`config.mk`:
```
export PLATFORM = sky130hd
export DESIGN_NAME = mult_ctrl_seq
export DESIGN_NICKNAME = d
export VERILOG_FILES = /design/src/rtl/mult_ctrl_pkg.sv /design/src/rtl/mult_ctrl_seq.sv
export SDC_FILE = /design/constraint.sdc
export NUM_CORES = 1
export LEC_CHECK = 0
export ABC_CLOCK_PERIOD_IN_PS = 2250
export BUFFER_PORTS_ARGS = -buffer_cell sky130_fd_sc_hd__buf_4
export CELL_PAD_IN_SITES_DETAIL_PLACEMENT = 1
export CELL_PAD_IN_SITES_GLOBAL_PLACEMENT = 2
export CORE_AREA = 2 2 39 41
export CTS_CLUSTER_DIAMETER = 200
export DETAILED_ROUTE_END_ITERATION = 10
export DIE_AREA = 0 0 41 43
export PLACE_DENSITY_LB_ADDON = 0.1
export SLEW_MARGIN = 20
export SYNTH_ARGS = -nofsm -noshare
export SYNTH_HDL_FRONTEND = slang
export SYNTH_SLANG_ARGS = --single-unit
```
`constraint.sdc`:
```
create_clock -name Clk -period 2.25 [get_ports Clk]
set_input_delay 0.3375 -clock Clk [delete_from_list [all_inputs] [get_ports Clk]]
set_output_delay 0.3375 -clock Clk [all_outputs]
set_load 0.03 [all_outputs]
```
`src/rtl/mult_ctrl_pkg.sv`:
```
// Shared types and defaults for the add-shift multiplier sequencer.
// The state encoding is visible on the State port, so the values are fixed.
package mult_ctrl_pkg;

    // Default operand width and iteration count
    localparam int N_DEFAULT = 8;

    // Sequencer states, encoded 0-4 in this order on the State output
    typedef enum logic [2:0] {
        IDLE  = 3'd0,
        CLR   = 3'd1,
        ADD   = 3'd2,
        SHIFT = 3'd3,
        HOLD  = 3'd4
    } state_t;

endpackage

```
`src/rtl/mult_ctrl_seq.sv`:
```
// Control sequencer for the N-bit signed add-shift multiplier.
// A Run press clears X:A, then runs N fixed-length add/shift iterations.
// The last iteration subtracts to correct for the multiplier sign bit.
// The result is then held until Run is released.
module mult_ctrl_seq
    import mult_ctrl_pkg::*;
#(
    parameter int N = N_DEFAULT
) (
    input  logic       Clk,
    input  logic       Reset_Load_Clear,
    input  logic       Run,
    input  logic       M,
    output logic       Clr_XA,
    output logic       Add_En,
    output logic       Sub_En,
    output logic       Shift_En,
    output logic       Busy,
    output logic       Done,
    output logic [2:0] State
);

    localparam int CW = $clog2(N);
    localparam logic [CW-1:0] LAST_ITER = CW'(N - 1);

    state_t          state_q;
    state_t          state_d;
    logic [CW-1:0]   cnt_q;
    logic [CW-1:0]   cnt_d;
    logic            lastIter;

    assign lastIter = (cnt_q == LAST_ITER);
    assign State    = state_q;

    // State and iteration counter registers, cleared asynchronously by reset
    always_ff @(posedge Clk or negedge Reset_Load_Clear) begin
        if (!Reset_Load_Clear) begin
            state_q <= IDLE;
            cnt_q   <= '0;
        end else begin
            state_q <= state_d;
            cnt_q   <= cnt_d;
        end
    end

    // Next-state and counter update; the counter stops at the last iteration
    always_comb begin
        state_d = state_q;
        cnt_d   = cnt_q;
        case (state_q)
            IDLE: begin
                if (!Run) begin
                    state_d = CLR;
                end
            end
            CLR: begin
                cnt_d   = '0;
                state_d = ADD;
            end
            ADD: begin
                state_d = SHIFT;
            end
            SHIFT: begin
                if (lastIter) begin
                    state_d = HOLD;
                end else begin
                    cnt_d   = cnt_q + CW'(1);
                    state_d = ADD;
                end
            end
            HOLD: begin
                if (Run) begin
                    state_d = IDLE;
                end
            end
            default: begin
                state_d = IDLE;
                cnt_d   = '0;
            end
        endcase
    end

    // Output decode: Moore from state, add/subtract also gated by M
    always_comb begin
        Clr_XA   = 1'b0;
        Add_En   = 1'b0;
        Sub_En   = 1'b0;
        Shift_En = 1'b0;
        Busy     = 1'b0;
        Done     = 1'b0;
        case (state_q)
            CLR: begin
                Clr_XA = 1'b1;
                Busy   = 1'b1;
            end
            ADD: begin
                Add_En = M & ~lastIter;
                Sub_En = M & lastIter;
                Busy   = 1'b1;
            end
            SHIFT: begin
                Shift_En = 1'b1;
                Busy     = 1'b1;
            end
            HOLD: begin
                Done = 1'b1;
            end
            default: begin
                Busy = 1'b0;
            end
        endcase
    end

endmodule
```
==> flow_metrics.tcl, run 1 <==
set metrics [dict create \
    start_util 0.2432 \
    setup_tns_ps 0 \
    power_switching_w 0.0003304 \
    grt_pass1_vias 302 \
    place_area_um2 435.4 \
    drt_pass1_iterations 2 \
    syn-cell-area_um2 336.6 \
    grt_max_degree 12 \
    routed_wirelength_um 757 \
    area_growth_pct 39.03 \
    synth_cells 31 \
    cp-end-kind "output port" \
    period_needed_ps 1850 \
    utilization 0.3382 \
    netlist.area_leader.share 0.4461 \
    drive_gt1_frac 0.4565 \
    clockPowerShare 0.130 \
    postRouteAntennaNets 0 \
    yosys_warnings 0 \
    setup_viol_count_final 0 \
    fp.dieW_um 41 \
    port_buffers 12 \
    vias 289 \
    hold_viol 0 \
    grt_antenna_before_repair 0 \
    syn-num-nets 37 \
    num_io_pins 13 \
    seq_power_share 0.295 \
    die_area_um2 1763 \
    final_area_um2 467.9 \
    p_leak_nw 0.2449 \
    numCtsBuffers 3 \
    vias_per_cell 4.661 \
    worst_clock_skew_ps 2.982 \
    power_density_nw_per_um2 1568 \
    cts_sinks 6 \
    drc 0 \
    intPower_w 0.0004032 \
    fin_cells 62 \
    ys_seq_area_frac 0.4461 \
    synth_seq_cells 6 \
    hold_class "input pin to flop" \
    finalCritPeriodShare 0.8222 \
    worstSetupStartpointType "flop" \
    slew_headroom 0.7639 \
    synth_cell_types 18 \
    finalNetCount 54 \
    synth_area_per_cell_um2 10.86 \
    pwr-share-comb 0.575 \
    synth_common_cells "dfrtp_1, nor2_1" \
    post-synth-top-area-cell "dfrtp_1" \
    clock_latency_ps 240 \
    drt_iter0_markers 3 \
    grt_usage 0.1122 \
    die_h_um 43 \
    diodes 0 \
    synth-async-reset-ratio 1.000 \
    criticalPathCategory "flop to output port" \
    switching_share 0.4504 \
    synth.most_common_cell "dfrtp_1" \
    power_w 0.0007335 \
    fp-row-count 14 \
    dp_hpwl_um 620.3 \
    cts_root_buf "clkbuf_4" \
    irDropWorstVdd_mv 0.4494 \
    report.final.slew_viol_count 0 \
    worst_pin_slew_ps 354.2 \
    clk_pin_slew_worst_paths_ps 40 \
    grt_pass1_wl_um 1276 \
    tritoncts "done" \
    maxCapViolCount 0 \
    clock_path_buffers 2 \
    coreArea_um2 1384 \
    cts-htree-levels 1 \
    gr-total-overflow 0 \
    worstPathMaxFanout 4 \
    place_congestion 0.7173 \
    critPathRequiredTime_ps 1910 \
    dominantRegCellSynth "dfrtp_1" \
    fmax_mhz 540.5 \
    synth.area.top_cells "dfrtp_1, ha_1, a22o_1, mux2_4, nor2_1" \
    rsz0062_at_grt "no" \
    cp_data_arrival_time_ps 1510 \
    cts_setup_buffers 0 \
    dp_cells 58 \
    status "complete, no violations" \
    wl_per_cell_um 12.21 \
    synth_edf_count 0 \
]
## sequential cells by signal, indices dropped and copies added (netlist names)
| signal | count |
|---|---|
| State | 3 |
| cnt_q | 3 |
## stage by stage
stage                     hold WS [ps]  setup slack (ps)
after floorplan                  41.91             380.5
after global placement           148.5             662.8
after detailed placement         150.7             651.0
after CTS                        291.0             366.5
after global routing             293.0             323.8
final                            300.9             399.9
## power by group through the flow
stage | registers (W) | clock network (W) | logic, W
3_3_place_gp | 0.000220 | 0 | 0.000422
4_1_cts | 0.000218 | 0.000103 | 0.000430
3_5_place_dp | 0.000219 | 0 | 0.000428
5_1_grt | 0.000225 | 0.000115 | 0.000464
6_report | 0.000216 | 0.0000957 | 0.000422
2_1_floorplan | 0.000240 | 0 | 0.000268
## logic make-up (layout without fill, tap and decap cells)
group / count (synthesis) / count (layout) / share of synthesized area
AND/OR/NAND/NOR: 13 / 13 / 0.2342
AO/OA/AOI/OAI: 6 / 6 / 0.1450
flip-flops: 6 / 6 / 0.4461
buffers and inverters: 3 / 18 / 0.05577
adder cells (fa/ha/maj): 2 / 2 / 0.07434
multiplexers: 1 / 1 / 0.04460
## final cells by class
type	count	area (um2)
Clock buffer	3	22.52
Fill cell	168	915.9
Timing Repair Buffer	13	100.1
Multi-Input combinational cell	22	167.7
Inverter	2	7.507
Sequential cell	6	150.1
Tap cell	16	20.02
## per-layer routing
layer  global-route usage  wire (um)
met3              0.06283         61
met5                    0          0
met4              0.08000         14
met1               0.1349        342
met2               0.1438        338
## worst paths after layout
path | startpoint | end | slack [ps] | cells after the start
hold / removal | Run | State[0] | 300 | 2
setup reg to reg | cnt_q[0] | cnt_q[0] | 830 | 5
min in group asynchronous | Reset_Load_Clear | State[1] | 440 | 2
max in group asynchronous | Reset_Load_Clear | State[0] | 1690 | 2
hold reg to reg | cnt_q[1] | cnt_q[1] | 510 | 1
setup / recovery | cnt_q[0] | Add_En | 400 | 4
## placed cells by master, fill, tap and decap left out
cell           synthesis  final
buf_4                  0     12
dfrtp_1                6      6
nor2_1                 4      4
clkbuf_4               0      3
nand2_1                2      2
inv_1                  2      2
nor3_1                 2      2
a22o_1                 2      2
ha_1                   2      2
nor3b_1                1      1
nand2b_4               1      1
nand3b_1               1      1
nor3_2                 1      1
a21o_2                 1      1
o21ai_2                1      1
mux2_4                 1      1
and3_2                 1      1
o22ai_1                1      1
a211oi_1               1      1
dlygate4sd3_1          0      1
## critical path, stage by stage, from the launching register on
cell and delay, ps:
dfrtp_1 390, ha_1 210, ha_1 260, nor3_1 220, buf_4 190
## timing repair
| item | in CTS | in global routing |
|---|---|---|
| hold buffers | 1 | 0 |
| resized for setup | 0 | 0 |
| endpoints found under the hold margin | 6 | 0 |
Note: power is estimated with default switching activity, not from simulation.
==> run 2, diff against run 1 <==
--- a/config.mk
+++ b/config.mk
@@ -5,14 +5,15 @@
 export SDC_FILE = /design/constraint.sdc
 export NUM_CORES = 1
 export LEC_CHECK = 0
-export ABC_CLOCK_PERIOD_IN_PS = 2250
+export ABC_AREA = 1
+export ABC_CLOCK_PERIOD_IN_PS = 1880
 export BUFFER_PORTS_ARGS = -buffer_cell sky130_fd_sc_hd__buf_4
 export CELL_PAD_IN_SITES_DETAIL_PLACEMENT = 1
 export CELL_PAD_IN_SITES_GLOBAL_PLACEMENT = 2
-export CORE_AREA = 2 2 39 41
+export CORE_MARGIN = 2
+export CORE_UTILIZATION = 24
 export CTS_CLUSTER_DIAMETER = 200
 export DETAILED_ROUTE_END_ITERATION = 10
-export DIE_AREA = 0 0 41 43
 export PLACE_DENSITY_LB_ADDON = 0.1
 export SLEW_MARGIN = 20
 export SYNTH_ARGS = -nofsm -noshare
==> constraint.sdc (replaced) <==
create_clock -name Clk -period 1.88 [get_ports Clk]
set_input_delay 0.282 -clock Clk [delete_from_list [all_inputs] [get_ports Clk]]
set_output_delay 0.282 -clock Clk [all_outputs]
set_load 0.03 [all_outputs]
==> run 2 against run 1 <==
Net effect: global-route usage down 0.093 points; core utilization increased by 3.2 points; critical path depth stayed put; largest power group unchanged.
==> flow_metrics.tcl, run 2 <==
set metrics [dict create \
    finalNetCount 67 \
    critPathRequiredTime_ps 1600 \
    synth_cells 43 \
    period_needed_ps 1749 \
    worst_pin_slew_ps 272.8 \
    cts_root_buf "clkbuf_4" \
    drc 0 \
    cpMaxStageDelayCell "dfrtp_1" \
    synth-async-reset-ratio 1.000 \
    synth_edf_count 0 \
    grt_max_degree 9 \
    die_area_um2 1770 \
    final_common_cell "buf_4" \
    max_stage_delay_ps 390 \
    start_util 0.2608 \
    maxCapViolCount 0 \
    finalCritPeriodShare 0.9304 \
    synth_cell_types 15 \
    dp_slack_ps 353.9 \
    grt_pass1_wl_um 1483 \
    drive_gt1_frac 0.3390 \
    place_congestion 0.7014 \
    wl_per_cell_um 12.11 \
    coreArea_um2 1334 \
    num_io_pins 13 \
    worst_clock_skew_ps 3.954 \
    netlist.area_leader.share 0.4317 \
    slew_headroom 0.8181 \
    status "complete, no violations" \
    intPower_w 0.0003557 \
    drt_pass1_iterations 4 \
    die_h_um 42.07 \
    synth_seq_cells 6 \
    rsz0062_at_grt "no" \
    tritoncts "done" \
    synth_common_cells "nand2_1, inv_1, dfrtp_1" \
    diodes 0 \
    seq_power_share 0.326 \
    power_w 0.0006537 \
    vias 340 \
    power_switching_w 0.0002979 \
    clock_path_buffers 2 \
    place_area_um2 456.7 \
    syn-num-nets 49 \
    irDropWorstVdd_mv 0.4269 \
    crit_buf_inv 1 \
    p_leak_nw 0.2625 \
    setup_viol_count_final 0 \
    pwr-share-comb 0.487 \
    post-synth-top-area-cell "dfrtp_1" \
    power_density_nw_per_um2 1323 \
    synth.area.top_cells "dfrtp_1, nand2_1, inv_1, ha_1, nand3_1" \
    report.final.slew_viol_count 0 \
    cts_sinks 6 \
    clockPowerShare 0.187 \
    most-common-layout-cells "buf_4, nand2_1, inv_1" \
    dominantRegCellSynth "dfrtp_1" \
    finalWorstSetupSlack_ps 130.9 \
    crit_chain "ha_1, ha_1, nor3b_2, buf_4" \
    synth.most_common_cell "nand2_1" \
    worstSetupStartpointType "flop" \
    final_area_um2 494.2 \
    fmax_mhz 571.7 \
    cp-end-kind "output port" \
    dp_hpwl_um 694.7 \
    grt_usage 0.1113 \
    clk_pin_slew_worst_paths_ps 50 \
    ys_seq_area_frac 0.4317 \
    worstPathMaxFanout 4 \
    synth_area_per_cell_um2 8.089 \
    area_growth_pct 42.09 \
    path_delay_family "adder cells" \
    numCtsBuffers 3 \
    switching_share 0.4558 \
    yosys_warnings 0 \
    setup_tns_ps 0 \
    syn-cell-area_um2 347.8 \
    vias_per_cell 4.595 \
    postRouteAntennaNets 0 \
    utilization 0.3705 \
    hold_class "input pin to flop" \
    cts-htree-levels 1 \
    fp.dieW_um 42.07 \
    criticalPathCategory "flop to output port" \
    routed_wirelength_um 896 \
    clock_latency_ps 250 \
    port_buffers 12 \
    cp_common_cell "ha_1" \
    cp_data_arrival_time_ps 1470 \
    hold_viol 0 \
    grt_pass1_vias 353 \
    drt_iter0_markers 7 \
    grt_antenna_before_repair 0 \
    gr-total-overflow 0 \
    fp-row-count 13 \
]
[run 2: cell types whose count changed in the layout (fill, tap and decap cells not counted), moves of 2 or more]
cell	previous run	this run
a22o_1	2	0
inv_1	2	7
nand2_1	2	8
nand3_1	0	5
o21ai_1	0	2
[run 2: final cells by class]
type                    count  area, um2
clock buffers               3      22.52
fillers                   172      839.6
inverters                   7      26.28
multi-input cells          30      176.4
flip-flops and latches      6      150.1
well taps                  15      18.77
repair buffers             13      100.1
[run 2: per-layer routing]
metal,GRT usage,vias to the layer above,part of all wire
met5,0,-,0
met4,0.07500,0,0.027
met1,0.1234,152,0.42
li1,-,171,-
met2,0.1969,14,0.49
met3,0.01293,3,0.064
[run 2: path summary, 6_finish.rpt]
path | start | end | slack (ps) | depth (start not counted)
min reg2reg | cnt_q[2] | cnt_q[2] | 490 | 2
max reg2reg | cnt_q[0] | cnt_q[0] | 540 | 6
max in group asynchronous | Reset_Load_Clear | cnt_q[2] | 1390 | 2
min in group asynchronous | Reset_Load_Clear | State[1] | 370 | 2
max | cnt_q[0] | Add_En | 130 | 4
min | Run | State[2] | 210 | 2
[run 2: timing repair]
action	CTS	global route
hold buffers	1	0
hold endpoints to repair	6	0
setup buffers	0	0
resized for setup	0	1
setup endpoints to repair	0	1
[run 2: power groups by stage]
stage / combinational [W] / sequential [W] / clock, W
3_3_place_gp: 0.000303 / 0.000213 / 0
6_report: 0.000318 / 0.000213 / 0.000122
5_1_grt: 0.000353 / 0.000221 / 0.000133
2_1_floorplan: 0.000193 / 0.000231 / 0
4_1_cts: 0.000318 / 0.000213 / 0.000126
3_5_place_dp: 0.000314 / 0.000215 / 0
[run 2: cell families after synthesis]
kind of cell             count (synthesis)  synth area share
flip-flops                               6            0.4316
AO/OA/AOI/OAI                            4           0.06837
buffers and inverters                    7           0.07555
adder cells (fa/ha/maj)                  2           0.07193
AND/OR/NAND/NOR                         24            0.3525
[run 2: per-stage QoR]
stage	instances	hold slack (ps)
6_report	74	213.2
5_1_grt	74	220.2
4_1_cts	74	211.3
3_5_place_dp	70	95.80
3_3_place_gp	70	93.97
2_1_floorplan	43	-13.59
[run 2: worst reg2reg max path, cell delays in order, from the launching register on]
cell,delay (ps)
dfrtp_1,390
ha_1,210
ha_1,250
nand4_2,170
nand2_2,80
nand2_1,70
nand2_1,50
==> run 3, diff against run 2 <==
--- a/config.mk
+++ b/config.mk
@@ -5,13 +5,12 @@
 export SDC_FILE = /design/constraint.sdc
 export NUM_CORES = 1
 export LEC_CHECK = 0
-export ABC_AREA = 1
 export ABC_CLOCK_PERIOD_IN_PS = 1880
 export BUFFER_PORTS_ARGS = -buffer_cell sky130_fd_sc_hd__buf_4
 export CELL_PAD_IN_SITES_DETAIL_PLACEMENT = 1
 export CELL_PAD_IN_SITES_GLOBAL_PLACEMENT = 2
 export CORE_MARGIN = 2
-export CORE_UTILIZATION = 24
+export CORE_UTILIZATION = 25
 export CTS_CLUSTER_DIAMETER = 200
 export DETAILED_ROUTE_END_ITERATION = 10
 export PLACE_DENSITY_LB_ADDON = 0.1
==> run 3 against run 2 <==
Net effect: power rose by 35%; count of clock-buffer cells in the layout did not move; flip-flop and latch count did not move; clock skew rose by 3.7 ps; worst hold slack improved by 26 ps; clock power barely moved; routed wire length fell by 17%; critical path depth did not move; combinational power rose by 58%; global-route usage fell by 0.88 points; critical path type unchanged.
==> flow_metrics.tcl, run 3 (same netlist as run 1, synthesis figures left out) <==
set metrics [dict create \
    finalWorstSetupSlack_ps 76.40 \
    multi_input_area_um2 167.7 \
    tritoncts "done" \
    critPathRequiredTime_ps 1600 \
    worst_pin_slew_ps 362.6 \
    wl_per_cell_um 12.20 \
    cts_resized 0 \
    maxCapViolCount 0 \
    status "complete, no violations" \
    final_common_cell "buf_4" \
    cts_root_buf "clkbuf_4" \
    hold_depth 2 \
    irDropWorstVdd_mv 0.6288 \
    reg2reg_depth 5 \
    diodes 0 \
    dp_slack_ps 329.4 \
    p_leak_nw 0.2449 \
    finalNetCount 54 \
    place_congestion 0.7269 \
    grt_util_met2 0.1508 \
    dp_hpwl_um 567 \
    period_needed_ps 1804 \
    vias_per_cell 4.574 \
    grt_pass1_vias 256 \
    worst_clock_skew_ps 7.627 \
    die_h_um 40.69 \
    power_density_nw_per_um2 1893 \
    fp-row-count 13 \
    coreArea_um2 1285 \
    worstSetupStartpointType "flop" \
    cp_data_arrival_time_ps 1520 \
    clk_pin_slew_worst_paths_ps 50 \
    finalCritPeriodShare 0.9594 \
    r2r_start "cnt_q[0]" \
    cts_sinks 6 \
    vias 279 \
    cp-end-kind "output port" \
    slew_headroom 0.7582 \
    drt_iter0_markers 4 \
    dp_cells 57 \
    grt_usage 0.1025 \
    grt_max_degree 12 \
    drive_gt1_frac 0.4565 \
    port_buffers 12 \
    gr-usage-met1 0.1443 \
    report.final.slew_viol_count 0 \
    met3_usage 0.01630 \
    cts-htree-levels 1 \
    grt_antenna_before_repair 0 \
    num_io_pins 13 \
    min_from "Run" \
    setup_viol_count_final 0 \
    drt_pass1_iterations 3 \
    hold_class "input pin to flop" \
    grt.busiest_layer "met2" \
    numCtsBuffers 3 \
    hold_viol 0 \
    rsz0062_at_grt "no" \
    nFillCells 145 \
    setup_tns_ps 0 \
    routed_wirelength_um 744 \
    fp.dieW_um 40.69 \
    fmax_mhz 554.4 \
    start_util 0.2619 \
    criticalPathCategory "flop to output port" \
    most-common-layout-cells "buf_4, dfrtp_1, nor2_1" \
    fin_cells 61 \
    worstPathMaxFanout 4 \
    clock_latency_ps 250 \
    die_area_um2 1656 \
    area_growth_pct 38.66 \
    postRouteAntennaNets 0 \
    drc 0 \
    clock_path_buffers 2 \
    grt_pass1_wl_um 1110 \
    regArea_um2 150.1 \
    gr-total-overflow 0 \
    setup.worst_path.start "cnt_q[0]" \
]
run 3: worst paths after layout:
| check | to | slack (ps) |
|---|---|---|
| worst max-delay path | Add_En | 80 |
| worst min-delay path | State[0] | 240 |
| worst max register to register | cnt_q[0] | 450 |
| worst min register to register | cnt_q[2] | 510 |
| max in group asynchronous | State[2] | 1390 |
| min in group asynchronous | cnt_q[2] | 370 |
run 3: routing by layer:
layer | vias up | routed length (um) | share of wire
met5 | - | 0 | 0
met4 | 0 | 0 | 0
met3 | 0 | 33 | 0.044
met2 | 8 | 339 | 0.46
met1 | 131 | 371 | 0.50
li1 | 140 | - | -
run 3: critical path: stages, from the launching register on:
cell,delay [ps]
dfrtp_1,390
ha_1,210
ha_1,270
nor3_1,210
buf_4,190
run 3: layout make-up:
cell class	instances	share of cell area
tap	15	0.04021
multi-input combinational	22	0.3592
inverter	2	0.01609
sequential	6	0.3217
clock buffer	3	0.04826
timing repair buffer	13	0.2145
run 3: metrics by stage:
step,hold WS [ps],utilization,power (W),cell area (um2)
after floorplan,-13.59,-,0.0006071,336.6
after global placement,90.08,0.3379,0.0007582,434.2
after detailed placement,94.15,0.3379,0.0007710,434.2
after CTS,233.7,0.3632,0.0009006,466.7
after global routing,243.8,0.3632,0.0009425,466.7
final,239.3,0.3632,0.0008837,466.7
run 3: power breakdown:
| part | internal [W] | leakage, nW | switching, W | total, W |
|---|---|---|---|---|
| Sequential | 0.000187 | 0.0719 | 0.0000734 | 0.000261 |
| Combinational | 0.000224 | 0.159 | 0.000279 | 0.000503 |
| Clock | 0.0000723 | 0.0138 | 0.0000473 | 0.000120 |
run 3: repair_timing:
| item | in CTS | in global routing |
|---|---|---|
| buffers inserted | 0 | 0 |
| endpoints found under the setup margin | 0 | 0 |
| hold buffers | 1 | 0 |
| hold endpoints to repair | 6 | 0 |
